$ cat config.mk
export PLATFORM = sky130hd
export DESIGN_NAME = serial_add_ctrl
export DESIGN_NICKNAME = d
export VERILOG_FILES = /design/src/rtl/serial_add_pkg.sv /design/src/rtl/full_adder_1b.sv /design/src/rtl/serial_add_ctrl.sv
export SDC_FILE = /design/constraint.sdc
export NUM_CORES = 1
export LEC_CHECK = 0
export CORE_MARGIN = 1.5
export CORE_UTILIZATION = 45
export CTS_BUF_LIST = sky130_fd_sc_hd__clkbuf_8
export CTS_CLUSTER_SIZE = 25
export DETAILED_ROUTE_END_ITERATION = 10
export GPL_TIMING_DRIVEN = 0
export PLACE_DENSITY = 0.71
export SLEW_MARGIN = 10
export SYNTH_ARGS = -nofsm -noshare
export SYNTH_HDL_FRONTEND = slang
export SYNTH_SLANG_ARGS = --single-unit
export TNS_END_PERCENT = 100
$ cat constraint.sdc
create_clock -name clk -period 1.6 [get_ports clk]
set_input_delay 0.24 -clock clk [delete_from_list [all_inputs] [get_ports clk]]
set_output_delay 0.24 -clock clk [all_outputs]
set_load 0.01 [all_outputs]
$ cat src/rtl/serial_add_pkg.sv
// Shared definitions for the bit-serial add/subtract sequencer.
package serial_add_pkg;

  typedef enum logic [1:0] {
    IDLE = 2'd0,
    RUN  = 2'd1,
    DONE = 2'd2
  } state_t;

  localparam int DEFAULT_WIDTH = 8;

  // Bit-counter width; never narrower than one bit.
  function automatic int cnt_width(input int w);
    return (w <= 2) ? 1 : $clog2(w);
  endfunction

endpackage

$ cat src/rtl/full_adder_1b.sv
// Single-bit full adder; the only arithmetic cell in the sequencer.
module full_adder_1b (
  input  logic a,
  input  logic b,
  input  logic cin,
  output logic s,
  output logic cout
);

  assign s    = a ^ b ^ cin;
  assign cout = (a & b) | (cin & (a ^ b));

endmodule

$ cat src/rtl/serial_add_ctrl.sv
// Bit-serial add/subtract sequencer: steps one full adder LSB-first over WIDTH cycles.
//   state | meaning
//   IDLE  | waiting for start; operands captured on accept
//   RUN   | one result bit per cycle, carry propagated in a register
//   DONE  | one-cycle done pulse; sum/cout valid
module serial_add_ctrl
  import serial_add_pkg::*;
#(
  parameter int WIDTH = DEFAULT_WIDTH
) (
  input  logic             clk,
  input  logic             rst_n,
  input  logic             start,
  input  logic             sub,
  input  logic [WIDTH-1:0] a,
  input  logic [WIDTH-1:0] b,
  output logic             busy,
  output logic             done,
  output logic [WIDTH-1:0] sum,
  output logic             cout
);

  localparam int CW = cnt_width(WIDTH);
  localparam logic [CW-1:0] LAST = CW'(WIDTH - 1);

  state_t           state;
  logic [WIDTH-1:0] opa;
  logic [WIDTH-1:0] opb;
  logic [WIDTH-1:0] res;
  logic             carry;
  logic [CW-1:0]    cnt;
  logic             fa_s;
  logic             fa_c;

  full_adder_1b u_fa (
    .a    (opa[0]),
    .b    (opb[0]),
    .cin  (carry),
    .s    (fa_s),
    .cout (fa_c)
  );

  always_ff @(posedge clk or negedge rst_n) begin
    if (!rst_n) begin
      state <= IDLE;
      opa   <= '0;
      opb   <= '0;
      res   <= '0;
      carry <= 1'b0;
      cnt   <= '0;
      busy  <= 1'b0;
      done  <= 1'b0;
      sum   <= '0;
      cout  <= 1'b0;
    end else begin
      case (state)
        IDLE: begin
          done <= 1'b0;
          if (start) begin
            // Subtract as a + ~b + 1: invert b and seed the carry with 1.
            opa   <= a;
            opb   <= sub ? ~b : b;
            carry <= sub;
            cnt   <= '0;
            res   <= '0;
            busy  <= 1'b1;
            state <= RUN;
          end
        end
        RUN: begin
          opa   <= opa >> 1;
          opb   <= opb >> 1;
          res   <= {fa_s, res[WIDTH-1:1]};
          carry <= fa_c;
          cnt   <= cnt + 1'b1;
          if (cnt == LAST) begin
            // Outputs load the final shifted value directly so partial results never show.
            sum   <= {fa_s, res[WIDTH-1:1]};
            cout  <= fa_c;
            busy  <= 1'b0;
            done  <= 1'b1;
            state <= DONE;
          end
        end
        DONE: begin
          done  <= 1'b0;
          state <= IDLE;
        end
        default: begin
          busy  <= 1'b0;
          done  <= 1'b0;
          state <= IDLE;
        end
      endcase
    end
  end

endmodule
==> flow_metrics.tcl, run 1 <==
set metrics [dict create \
    first_iter_violations 100 \
    rsz0062_at_grt "no" \
    grt_max_degree 32 \
    first_global_vias 1362 \
    seq_area_frac_synth_pct 55.0 \
    critPathMaxStageDelay_ps 580 \
    final_common_cell "dfrtp_1" \
    cts_root_buf "clkbuf_8" \
    crit_cells 4 \
    period_share_pct 95.6 \
    max-slew-margin-rel_pct 65.3 \
    p_per_area_nw_per_um2 1760 \
    reg2reg_from "cnt[0]$_DFFE_PN0P_" \
    crit_family "buffers and inverters" \
    p_leak_nw 1.02 \
    ant_nets 0 \
    cts_tree "yes" \
    syn_to_final_growth_pct 27.4 \
    finalHoldViolCount 0 \
    synth_edf_count 0 \
    ys.warnings.count 0 \
    crit_buf_inv 2 \
    rr_worst_depth 4 \
    hpwlAfterDp_um 2680 \
    critPathLaunch "start" \
    slew_violations 0 \
    endpoint "opb[4]$_DFFE_PN0P_" \
    antennaDiodeCount 0 \
    fin_hold_ws_ps 340 \
    crit_slowest_cell "clkdlybuf4s50_1" \
    viasPerCell 5.58 \
    wl_um 3790 \
    dieArea_sq_um 4440 \
    syn_avg_cell_area_sq_um 11.7 \
    ios 31 \
    startpoint_type "input pin" \
    drc_errors 0 \
    reg2reg_slack_ps 90 \
    crit_path_cell_trace "clkdlybuf4s50_1, clkbuf_1, o32ai_1, a221o_1" \
    status "finished clean" \
    drive_above_1_share_pct 11.3 \
    hold_path.class "in2async" \
    htree_levels 2 \
    r2r_end "sum[2]$_DFFE_PN0P_" \
    wl_per_cell_um 15.6 \
    clkLatencyLatePin_ps 300 \
    cp.arrival_ps 1710 \
    drv_cap 0 \
    die_w_um 66.6 \
    cp-end-kind "register" \
    io_buffers 29 \
    initial_utilization_pct 48.3 \
    die_h_um 66.6 \
    firstDrtPassIters 4 \
    synth-main-ff-cell "dfrtp_1" \
    peakVddDrop_uv 704 \
    core_sq_um 3770 \
    ys_types 29 \
    cts_buffers 5 \
    fmax_mhz 654 \
    syn_inst 156 \
    vias 1356 \
    finalSetupViolations 0 \
    grt_use_total_pct 20.3 \
    async_flop_share_pct 100 \
    required_ps 1780 \
    crit_type "in2reg" \
    cts_sinks 40 \
    power_mw 4.09 \
    grt_pass1_wl_um 6540 \
    syn_area_sq_um 1820 \
    antenna_found_initial 0 \
    synth_nets 179 \
    fin_nets 217 \
    fin_crit_ps 1530 \
    post_cts_buffers 0 \
    clkTransAtPathRegs_ps 80 \
    place.gp.congestion 0.758 \
    cts_buffer_depth 2 \
    path_max_fanout 10 \
    skew_ps 8.92 \
    synth_seq_cells 40 \
    grt_remaining_overflow 0 \
    rows 22 \
    tightest_slew_ps 521 \
    final_cell_mix "40 x dfrtp_1, 28 x clkdlybuf4s50_1, 12 x o21ai_1, 11 x nor2b_1, 11 x a22oi_1" \
]
## per-layer routing
layer | global-route usage [%] | up-vias | routed length (um)
met5 | 0 | - | 0
met4 | 8.93 | 0 | 69
met3 | 5.91 | 7 | 169
met2 | 33.4 | 38 | 1910
met1 | 24.8 | 675 | 1640
li1 | - | 636 | -
## Yosys cell counts (2+ instances only)
| cell | number | area, sq um |
|---|---|---|
| buf_2 | 6 | 30.0 |
| nand2_1 | 6 | 22.5 |
| a221o_1 | 4 | 40.0 |
| xnor2_1 | 7 | 61.3 |
| inv_1 | 4 | 15.0 |
| o211ai_1 | 3 | 22.5 |
| nor2b_1 | 11 | 68.8 |
| o32ai_1 | 3 | 26.3 |
| dfrtp_1 | 40 | 1000 |
| a22o_1 | 9 | 78.8 |
| nor2_1 | 5 | 18.8 |
| ha_1 | 2 | 25.0 |
| clkbuf_1 | 3 | 11.3 |
| o21ai_1 | 12 | 60.1 |
| a21oi_1 | 9 | 45.0 |
| mux2_1 | 9 | 101 |
| a22oi_1 | 11 | 82.6 |
## worst min-delay path by stage
stage / to / slack, ps / start / cells after the start
after global routing: busy$_DFFE_PN0P_ / 360 / rst_n / 2
after detailed placement: opa[7]$_DFFE_PN0P_ / 130 / rst_n / 1
after CTS: busy$_DFFE_PN0P_ / 340 / rst_n / 2
final: busy$_DFFE_PN0P_ / 340 / rst_n / 2
after floorplan: busy$_DFFE_PN0P_ / -60 / rst_n / 0
after global placement: done$_DFFE_PN0P_ / 460 / done$_DFFE_PN0P_ / 1
## metrics by stage
step | setup WS, ps | instance area (sq um) | setup TNS, ps | utilization (%) | instances
final | 70.1 | 2320 | 0 | 61.5 | 243
after global routing | 29.1 | 2320 | 0 | 61.5 | 243
after CTS | 86.1 | 2320 | 0 | 61.4 | 243
after detailed placement | -231 | 2190 | -3920 | 58.0 | 234
after global placement | -623 | 2170 | -27830 | 57.6 | 233
after floorplan | 237 | 1820 | 0 | - | 156
## final cells by class
cell class,count,area [sq um]
Clock inverter,2,38.8
Tap cell,48,60.1
Clock buffer,6,82.6
Multi-Input combinational cell,99,737
Sequential cell,40,1000
Fill cell,297,1450
Inverter,5,18.8
Buffer,12,65.1
Timing Repair Buffer,31,315
## state kept, by name (all words and copies together), names as in the netlist
| register | flops |
|---|---|
| sum | 8 |
| res | 7 |
| cout | 1 |
| busy | 1 |
| done | 1 |
| state | 2 |
| carry | 1 |
| cnt | 3 |
| opb | 8 |
| opa | 8 |
## timing repair
item	CTS	global route
hold endpoints to repair	9	0
hold buffers	1	0
resized for setup	0	2
setup endpoints to repair	0	3
## where the power goes
part           switching (mW)  internal, mW  leakage, nW
clock                   0.354         0.510       0.0614
sequential              0.290          1.43        0.519
combinational           0.692         0.814        0.438
total                    1.34          2.75         1.02
## logic make-up (layout without fill, tap and decap cells)
logic type	Yosys count	count (layout)	share of synthesized area, %
compound gates	52	52	19.9
flops	40	40	55.0
simple gates	25	25	7.49
buf+inv	17	56	4.54
mux	11	11	6.74
xor+xnor	8	8	3.85
fa+ha+maj	3	3	2.47
Note: power is estimated with default switching activity, not from simulation.
==> run 2, diff against run 1 <==
- REMOVE_ABC_BUFFERS: default -> 1
==> run 2 against run 1 <==
Register-to-register slack is essentially flat. Final cell count is 2.5% lower. Critical path depth did not move. Clock power fell by 9.0%. Sequential power hardly changed. Global-route usage down 2.3 points. Die area stayed put. Critical path type is now reg2reg. Clock-buffer cell count is 1 lower. Largest cell class unchanged.
==> flow_metrics.tcl, run 2 (synthesis results as in run 1) <==
set metrics [dict create \
    vias 1346 \
    required_ps 1770 \
    dieArea_sq_um 4440 \
    crit_path_cell_trace "nor2b_4, buf_16, nand2_4, mux2_1" \
    finalSetupViolations 0 \
    peakVddDrop_uv 705 \
    power_mw 4.04 \
    wl_um 3500 \
    rows 22 \
    cts_buffers 5 \
    rsz0062_at_grt "no" \
    drc_errors 0 \
    antennaDiodeCount 0 \
    hpwlAfterDp_um 2360 \
    ios 31 \
    grt_max_degree 23 \
    rr_worst_depth 4 \
    fmax_mhz 660 \
    clkLatencyLatePin_ps 290 \
    slew_violations 0 \
    die_h_um 66.6 \
    p_leak_nw 1.02 \
    grt_pass1_wl_um 5950 \
    firstDrtPassIters 4 \
    place.gp.congestion 0.709 \
    r2r_end "sum[5]$_DFFE_PN0P_" \
    fin_nets 211 \
    first_global_vias 1310 \
    reg2reg_slack_ps 90 \
    critPathMaxStageDelay_ps 570 \
    nFillCells 296 \
    cts_root_buf "clkbuf_8" \
    cts_buffer_depth 2 \
    ant_nets 0 \
    grt_remaining_overflow 0 \
    reg_top3 "opa x8, opb x8, sum x8" \
    final_cell_mix "38 x dfrtp_1, 28 x clkdlybuf4s50_1, 12 x o21ai_1, 11 x a22oi_1" \
    clkTransAtPathRegs_ps 70 \
    final_common_cell "dfrtp_1" \
    period_share_pct 94.7 \
    grt_use_total_pct 18.0 \
    fin_crit_ps 1510 \
    drive_above_1_share_pct 11.6 \
    stdcell_count 237 \
    htree_levels 2 \
    cp.arrival_ps 1690 \
    syn_to_final_growth_pct 27.7 \
    crit_slowest_cell "dfrtp_4" \
    crit_type "reg2reg" \
    utilization_pct 61.6 \
    placed_cells_incl_taps 224 \
    place_area_sq_um 2170 \
    die_w_um 66.6 \
    cts_sinks 40 \
    viasPerCell 5.68 \
    wl_per_cell_um 14.8 \
    cts_tree "yes" \
    initial_utilization_pct 48.3 \
    place_ws_ps -616 \
    reg2reg_from "state[1]$_DFFE_PN0P_" \
    final.setup.worst_slack_ps 85.0 \
    core_sq_um 3770 \
    antenna_found_initial 0 \
    hold_path.class "in2async" \
    drv_cap 0 \
    max-slew-margin-rel_pct 67.2 \
    status "finished clean" \
    cp-end-kind "register" \
    p_per_area_nw_per_um2 1740 \
    first_iter_violations 55 \
    critPathLaunch "state[1]$_DFFE_PN0P_" \
    final_cell_area_sq_um 2320 \
    finalHoldViolCount 0 \
    io_buffers 30 \
    skew_ps 4.88 \
    path_max_fanout 21 \
    startpoint_type "register" \
    tightest_slew_ps 490 \
]
## run 2: changes by cell type in the layout (fill, tap and decap cells not counted), sizes merged
cell,previous run,this run
clkbuf,9,6
buf,11,7
inv,5,6
## run 2: cell type report
class	instances	area [sq um]	share of cell area (%)
Timing Repair Buffer	37	385	16.6
Clock buffer	5	68.8	2.96
Inverter	5	18.8	0.807
Clock inverter	3	38.8	1.67
Multi-Input combinational cell	99	747	32.1
Sequential cell	40	1010	43.3
Tap cell	48	60.1	2.58
## run 2: worst max-delay path by stage
stage,end,slack [ps],depth (start not counted)
global route,sum[5]$_DFFE_PN0P_,10,4
floorplan,cout$_DFFE_PN0P_,-740,3
global placement,sum[5]$_DFFE_PN0P_,-1510,3
detailed placement,opa[7]$_DFFE_PN0P_,-620,4
CTS,opb[3]$_DFFE_PN0P_,20,4
finish,sum[5]$_DFFE_PN0P_,90,4
## run 2: worst max-delay path: cells and delay by family (launching register included)
family / cells / cell delay (ps)
buf+inv: 1 / 170
flops: 1 / 570
mux: 1 / 340
simple gates: 2 / 310
## run 2: through the flow
step	hold slack [ps]	setup TNS (ps)
2_1_floorplan	-55.6	-17130
3_3_place_gp	461	-67890
3_5_place_dp	210	-17490
4_1_cts	440	0
5_1_grt	467	0
6_report	429	0
## run 2: metal layers
metal  vias up  part of all wire [%]  track usage (%)  wire, um
met5         -                     0                0         0
met4         0                   1.2             6.89        41
met3         6                   4.0             4.39       139
met2        32                    50             31.3      1750
met1       683                    45             21.5      1570
li1        625                     -                -         -
## run 2: report_power, final
| group | leakage (nW) | internal, mW | total [mW] | switching (mW) |
|---|---|---|---|---|
| Clock | 0.0593 | 0.456 | 0.786 | 0.330 |
| Sequential | 0.516 | 1.44 | 1.75 | 0.310 |
| Combinational | 0.446 | 0.863 | 1.51 | 0.649 |
## run 2: timing repair
| action | in CTS | in global routing |
|---|---|---|
| endpoints found under the setup margin | 39 | 11 |
| endpoints found under the hold margin | 18 | 0 |
| resized for setup | 5 | 3 |
| hold buffers | 1 | 0 |
| pin swaps | 0 | 0 |
| buffers inserted | 3 | 1 |
==> run 3, diff against run 2 <==
- CORE_UTILIZATION: 45 -> 54
- PLACE_DENSITY: 0.71 -> 0.83
==> run 3 against run 2 <==
Sequential cell count stayed put. Register-to-register slack gained 20 ps. Combinational power hardly changed. Sequential power is essentially flat. Core utilization rose by 12 points. Maximum frequency is 1.2% higher. Via count grew 0.45%. Worst setup slack better by 17 ps. Hold slack worse by 370 ps.
==> flow_metrics.tcl, run 3 (synthesis results as in run 1) <==
set metrics [dict create \
    antennaDiodeCount 0 \
    hold_path.class "in2async" \
    ios 31 \
    first_iter_violations 36 \
    tightest_slew_ps 865 \
    clkTransAtPathRegs_ps 80 \
    grt_max_degree 41 \
    grt_remaining_overflow 0 \
    clkLatencyLatePin_ps 300 \
    slew_violations 0 \
    first_global_vias 1434 \
    drc_errors 0 \
    peakVddDrop_uv 769 \
    reg_top3 "opa x8, opb x8, sum x8" \
    grt_pass1_wl_um 6480 \
    hold_buffers 0 \
    tns_ps 0 \
    power_frac_comb_pct 36.5 \
    antenna_found_initial 0 \
    rr_worst_depth 4 \
    utilization_pct 73.3 \
    io_buffers 30 \
    finalSetupViolations 0 \
    cts_buffer_depth 2 \
    cp-end-kind "register" \
    wl_um 3760 \
    required_ps 1780 \
    max-slew-margin-rel_pct 42.3 \
    rsz0062_at_grt "no" \
    wl_per_cell_um 16.2 \
    reg2reg_slack_ps 100 \
    switching_share_pct 32.8 \
    htree_levels 2 \
    place.gp.congestion 0.789 \
    firstDrtPassIters 4 \
    p_leak_nw 1.01 \
    p_per_area_nw_per_um2 1800 \
    seqPwrFrac_pct 42.5 \
    crit_type "reg2reg" \
    period_share_pct 93.6 \
    place_ws_ps -664 \
    initial_utilization_pct 58.2 \
    core_sq_um 3130 \
    fmax_mhz 668 \
    rows 20 \
    cts_sinks 40 \
    power_frac_clock_pct 21.0 \
    viasPerCell 5.83 \
    cts_buffers 5 \
    p_int_mw 2.78 \
    path_max_fanout 16 \
    p_sw_mw 1.35 \
    cts_tree "yes" \
    finalHoldViolCount 0 \
    status "finished clean" \
    final.setup.worst_slack_ps 102 \
    cp.arrival_ps 1680 \
    dieArea_sq_um 3730 \
    vias 1352 \
    grt_use_total_pct 24.1 \
    skew_ps 10.6 \
    drive_above_1_share_pct 12.8 \
    cts_root_buf "clkbuf_8" \
    syn_to_final_growth_pct 26.0 \
    fin_crit_ps 1500 \
    ant_nets 0 \
    drv_cap 0 \
    die_w_um 61.1 \
    fin_nets 210 \
    final_cell_mix "38 x dfrtp_1, 28 x clkdlybuf4s50_1, 12 x o21ai_1, 11 x a22oi_1" \
    final_common_cell "dfrtp_1" \
    startpoint_type "register" \
    die_h_um 61.1 \
    hpwlAfterDp_um 2350 \
]
-- run 3: power groups by stage --
stage	clock [mW]	combinational, mW	sequential, mW
global placement	0	1.27	1.76
finish	0.870	1.51	1.76
CTS	0.871	1.47	1.76
floorplan	0	0.788	1.76
global route	0.927	1.68	1.80
detailed placement	0	1.37	1.80
-- run 3: final timing paths --
check,start,end
hold / removal,rst_n,opb[2]$_DFFE_PN0P_
setup / recovery,state[1]$_DFFE_PN0P_,cout$_DFFE_PN0P_
min in group clk,done$_DFFE_PN0P_,done$_DFFE_PN0P_
hold reg to reg,done$_DFFE_PN0P_,done$_DFFE_PN0P_
setup reg to reg,state[1]$_DFFE_PN0P_,cout$_DFFE_PN0P_
max in group asynchronous,rst_n,state[1]$_DFFE_PN0P_
-- run 3: area by class of cell --
type	count	area [sq um]
Inverter	5	18.8
Clock inverter	2	38.8
Multi-Input combinational cell	99	749
Clock buffer	6	82.6
Tap cell	44	55.1
Fill cell	227	835
Sequential cell	40	1010
Timing Repair Buffer	36	343
-- run 3: per-stage QoR --
stage / power (mW) / hold slack, ps / area (sq um) / cells
CTS: 4.10 / 82.8 / 2280 / 231
detailed placement: 3.17 / 401 / 2120 / 219
floorplan: 2.55 / -55.6 / 1760 / 144
global placement: 3.03 / 464 / 2110 / 218
global route: 4.41 / 125 / 2290 / 232
finish: 4.14 / 55.0 / 2290 / 232
-- run 3: what timing repair did --
item	in CTS	in global routing
setup buffers	4	1
endpoints found under the setup margin	38	10
gates cloned	0	0
resized for setup	5	4
pin swaps	0	0
-- run 3: routing by layer --
metal / GRT usage [%] / part of all wire, % / wire [um]
met5: 0 / 0 / 0
met4: 9.63 / 2.2 / 82
met1: 30.4 / 43 / 1630
met3: 5.88 / 5.5 / 207
met2: 40.1 / 49 / 1840
-- run 3: critical path: stages (launching register included) --
cell	delay [ps]
dfrtp_4	570
nor2b_4	160
buf_8	170
nand2_4	130
mux2_1	340
